## src/rtl/fp_seq_ctrl.sv

```systemverilog
// Sequencer for a multi-cycle FP unit: it stalls the pipeline, issues a start pulse, waits
// for FPDone or a timeout, then gates the register write and counts completed operations.
module fp_seq_ctrl #(
  parameter int TIMEOUT = 16,
  parameter int CNTW    = 16
) (
  input  logic            clk,
  input  logic            reset,
  input  logic            FPInstr,
  input  logic            FPOpIn,
  input  logic            RegWriteIn,
  input  logic            FPDone,
  output logic            FPStart,
  output logic            FPOp,
  output logic            Stall,
  output logic            RegWrite,
  output logic            FPBusy,
  output logic            FPErr,
  output logic [CNTW-1:0] FPCount
);

  typedef enum logic [1:0] {
    IDLE  = 2'd0,
    START = 2'd1,
    WAIT  = 2'd2,
    WB    = 2'd3
  } state_t;

  localparam logic [7:0]      TMO_LAST = 8'(TIMEOUT - 1);
  localparam logic [CNTW-1:0] CNT_MAX  = {CNTW{1'b1}};
  localparam logic [CNTW-1:0] CNT_ONE  = {{(CNTW-1){1'b0}}, 1'b1};

  state_t          state_q, state_d;
  logic [7:0]      cnt_q, cnt_d;
  logic            fpop_q, fpop_d;
  logic            err_q, err_d;
  logic            tmo_q, tmo_d;
  logic [CNTW-1:0] count_q, count_d;
  logic            start_s, stall_s, regwr_s;

  // State and datapath registers
  always_ff @(posedge clk or posedge reset) begin
    if (reset) begin
      state_q <= IDLE;
      cnt_q   <= 8'd0;
      fpop_q  <= 1'b0;
      err_q   <= 1'b0;
      tmo_q   <= 1'b0;
      count_q <= {CNTW{1'b0}};
    end else begin
      state_q <= state_d;
      cnt_q   <= cnt_d;
      fpop_q  <= fpop_d;
      err_q   <= err_d;
      tmo_q   <= tmo_d;
      count_q <= count_d;
    end
  end

  // Next-state and control decode; tmo_q remembers whether the current op timed out
  always_comb begin
    state_d = state_q;
    cnt_d   = cnt_q;
    fpop_d  = fpop_q;
    err_d   = err_q;
    tmo_d   = tmo_q;
    count_d = count_q;
    start_s = 1'b0;
    stall_s = 1'b0;
    regwr_s = 1'b0;
    case (state_q)
      IDLE: begin
        if (FPInstr) begin
          stall_s = 1'b1;
          fpop_d  = FPOpIn;
          state_d = START;
        end else begin
          regwr_s = RegWriteIn;
        end
      end
      START: begin
        start_s = 1'b1;
        stall_s = 1'b1;
        cnt_d   = 8'd0;
        tmo_d   = 1'b0;
        state_d = WAIT;
      end
      WAIT: begin
        stall_s = 1'b1;
        cnt_d   = cnt_q + 8'd1;
        if (FPDone) begin
          state_d = WB;
        end else if (cnt_q == TMO_LAST) begin
          state_d = WB;
          err_d   = 1'b1;
          tmo_d   = 1'b1;
        end else begin
          state_d = WAIT;
        end
      end
      WB: begin
        regwr_s = RegWriteIn & ~tmo_q;
        if (count_q != CNT_MAX) begin
          count_d = count_q + CNT_ONE;
        end else begin
          count_d = count_q;
        end
        state_d = IDLE;
      end
      default: begin
        state_d = IDLE;
      end
    endcase
  end

  // Reset forces the FSM to IDLE, so only the input-dependent IDLE terms need explicit gating
  assign FPStart  = start_s & ~reset;
  assign Stall    = stall_s & ~reset;
  assign RegWrite = regwr_s & ~reset;
  assign FPBusy   = (state_q == START) || (state_q == WAIT);
  assign FPOp     = fpop_q;
  assign FPErr    = err_q;
  assign FPCount  = count_q;

endmodule

```

## config.mk

```make
export PLATFORM = sky130hd
export DESIGN_NAME = fp_seq_ctrl
export DESIGN_NICKNAME = d
export VERILOG_FILES = /design/src/rtl/fp_seq_ctrl.sv
export SDC_FILE = /design/constraint.sdc
export NUM_CORES = 1
export LEC_CHECK = 0
export BUFFER_PORTS_ARGS = -buffer_cell sky130_fd_sc_hd__buf_2
export CORE_MARGIN = 2
export CORE_UTILIZATION = 39
export CTS_CLUSTER_DIAMETER = 150
export DETAILED_ROUTE_END_ITERATION = 8
export MAX_ROUTING_LAYER = met4
export REMOVE_ABC_BUFFERS = 1
export SYNTH_ARGS = -nofsm -noshare
export SYNTH_HDL_FRONTEND = slang
export SYNTH_SLANG_ARGS = --single-unit
export TNS_END_PERCENT = 10
```

## constraint.sdc

```tcl
create_clock -name clk -period 1.7 [get_ports clk]
set_input_delay 0.085 -clock clk [delete_from_list [all_inputs] [get_ports clk]]
set_output_delay 0.085 -clock clk [all_outputs]
set_load 0.01 [all_outputs]
```

==> flow_summary.yaml <==
floorplanning:
  die-area_um2: 4450
  rows: 22
  core_area_um2: 3720
  die_y_um: 66.7
  die_w_um: 66.7
  io_pins: 28
  initial_core_util_pct: 41.3
synthesis:
  syn_area_per_cell_um2: 9.72
  synth_cell_types: 40
  async_reset_ff_share_pct: 100
  syn_inst: 158
  synth_ff_type: "dfrtp_1"
  yosys_warnings: 0
  synth-seq-cells: 29
  yosysSeqAreaShare_pct: 47.3
  netlist_area_um2: 1540
  synth_edf_count: 0
global_route:
  antenna_found_initial: 0
  grt_max_degree: 29
  grt_pass1_wl_mm: 5.75
  grt_pass1_vias: 1242
  grt_util_all_layers_pct: 17.9
  grt_overflow: 0
clock_tree:
  path_clk_slew_ps: 60
  clk-insertion-delay-late_ps: 280
  cts_max_path_buffers: 2
  post-cts-setup-buffers: 0
  numCtsBuffers: 5
  clock-sinks: 29
  cts_tree: "built"
  cts_root_buffer: "clkbuf_8"
  htree_levels: 2
setup_path:
  crit_required_ps: 1930
  cp.arrival_ps: 1880
  crit_type: "flop to flop"
  r2r_slack_ps: 40
  critPathMaxFanout: 2
  critPathLaunchType: "flop"
  cp-end-kind: "flop"
  ff2ff_path_depth: 6
  timing.rr.end: "tmo_q"
  r2r_start: "state_q[0]"
power:
  power_density_nw_per_um2: 1340
  leakagePower_nw: 1.00
  power.ir.vdd_worst_mv: 1.04
  total_power_w: 0.00270
worst_hold_path:
  min_to: "FPOp"
  worstHoldStart: "FPOpIn"
  min_path_type: "input port to flop"
  holdPathStages: 2
drt:
  routed_wl_mm: 3.29
  wl_per_cell_um: 12.9
  drc: 0
  drt_pass1_iterations: 4
  drtIter0Drc: 67
  final_antenna_net_count: 0
  num_vias: 1325
  routed_via_density: 5.20
run_status:
  outcome: "finished clean"
sta:
  max_freq_ghz: 0.603
  holdWs_ps: 27.0
  fin_crit_ps: 1660
  relSlewSlack_pct: 73.1
  rsz0062_at_grt: "yes"
  fin_crit_sh_pct: 97.5
  setup_viol: 0
  setup_tns_ps: 0
  worstMarginPinSlew_ps: 400
  final-max-slew-violation-count: 0
  finalHoldViolations: 0
  finalClockSkew_ps: 6.52
  setup_slack_ps: 42.0
flow_run:
  max_cap_violations: 0
cells_and_area:
  drive_gt1_share_pct: 33.8
  diodes: 0
  layout_commonest_cell: "dfrtp_1"
  layout.nets: 220
  final_cell_mix: "dfrtp_1 (29), buf_2 (27), buf_4 (15)"
  syn_to_final_growth_pct: 31.4
  final_cell_area_um2: 2020
placed_design:
  pre_cts_slack_ps: 40.4
  dp_hpwl_mm: 2.42
  globalplace.congestion: 0.800
  io_buffer_count: 27
  post_dp_cell_area_um2: 1840
[Yosys cell counts (3+ instances only)]
master	n	area share, %
a21oi_1	9	2.9
dfrtp_1	29	47
ha_1	7	5.7
inv_1	13	3.2
mux2_2	3	2.2
nand2_1	14	3.4
nand3_1	9	2.9
nand4_1	4	1.6
nor2_1	9	2.2
nor2b_1	3	1.2
nor3_1	6	2.0
nor4_1	4	1.6
o21ai_0	7	2.3
xor2_1	9	5.1
[flip-flops by register name, summed over array words and instances, names as in the netlist]
name / count
FPCount: 16
FPErr: 1
FPOp: 1
cnt_q: 8
state_q: 2
tmo_q: 1
[critical path, cell delays in order, from the launching register on]
cell	delay [ps]
dfrtp_1	390
inv_2	70
ha_1	150
or4b_1	430
or3_4	350
nor2_2	100
a21o_1	120
[logic make-up (layout without fill, tap and decap cells)]
logic type               after synthesis  count (layout)  share of synthesized area, %
multiplexers                           4               4                          2.85
XOR/XNOR                              10              10                          5.71
buffers and inverters                 16              65                          4.40
AO/OA/AOI/OAI                         29              29                          11.8
adder cells (fa/ha/maj)                7               7                          5.70
flip-flops                            29              29                          47.3
AND/OR/NAND/NOR                       63              63                          22.3
[per-layer routing]
metal	part of all wire [%]	up-vias	track usage, %
met5	0	-	-
met4	1.8	0	7.65
met3	4.2	6	5.07
met2	46	26	27.1
met1	48	641	22.5
li1	-	652	-
[power breakdown]
group | switching, W | total (W) | internal, W | leakage [nW]
Clock | 0.000252 | 0.000572 | 0.000320 | 0.0443
Combinational | 0.000591 | 0.00116 | 0.000574 | 0.571
Sequential | 0.000138 | 0.000959 | 0.000821 | 0.386
Total | 0.000981 | 0.00270 | 0.00171 | 1.00
[what timing repair did]
item / 4_1_cts / 5_1_grt
pin swaps: 1 / 1
endpoints found under the setup margin: 2 / 11
endpoints found under the hold margin: 29 / 0
hold buffers: 1 / 0
resized for setup: 6 / 11
[per-stage QoR]
step,instances,utilization (%)
6_report,255,54.3
5_1_grt,255,54.3
4_1_cts,255,52.8
3_5_place_dp,247,49.5
3_3_place_gp,247,49.5
2_1_floorplan,155,-
[area by class of cell]
| type | count | area (um2) |
|---|---|---|
| clock buffer | 7 | 86.3 |
| fill | 354 | 1700 |
| inverter | 13 | 48.8 |
| multi-input combinational | 113 | 816 |
| sequential | 29 | 726 |
| tap | 48 | 60.1 |
| timing repair buffer | 45 | 280 |
[worst max-delay path by stage]
stage	start	endpoint	slack, ps	cells past startpoint
global route	FPCount[4]	FPCount[1]	-70	4
CTS	state_q[0]	RegWrite	10	6
finish	state_q[0]	tmo_q	40	6
floorplan	state_q[0]	tmo_q	-100	6
global placement	state_q[0]	tmo_q	80	6
detailed placement	state_q[0]	tmo_q	40	6
Note: power is estimated with default switching activity, not from simulation.
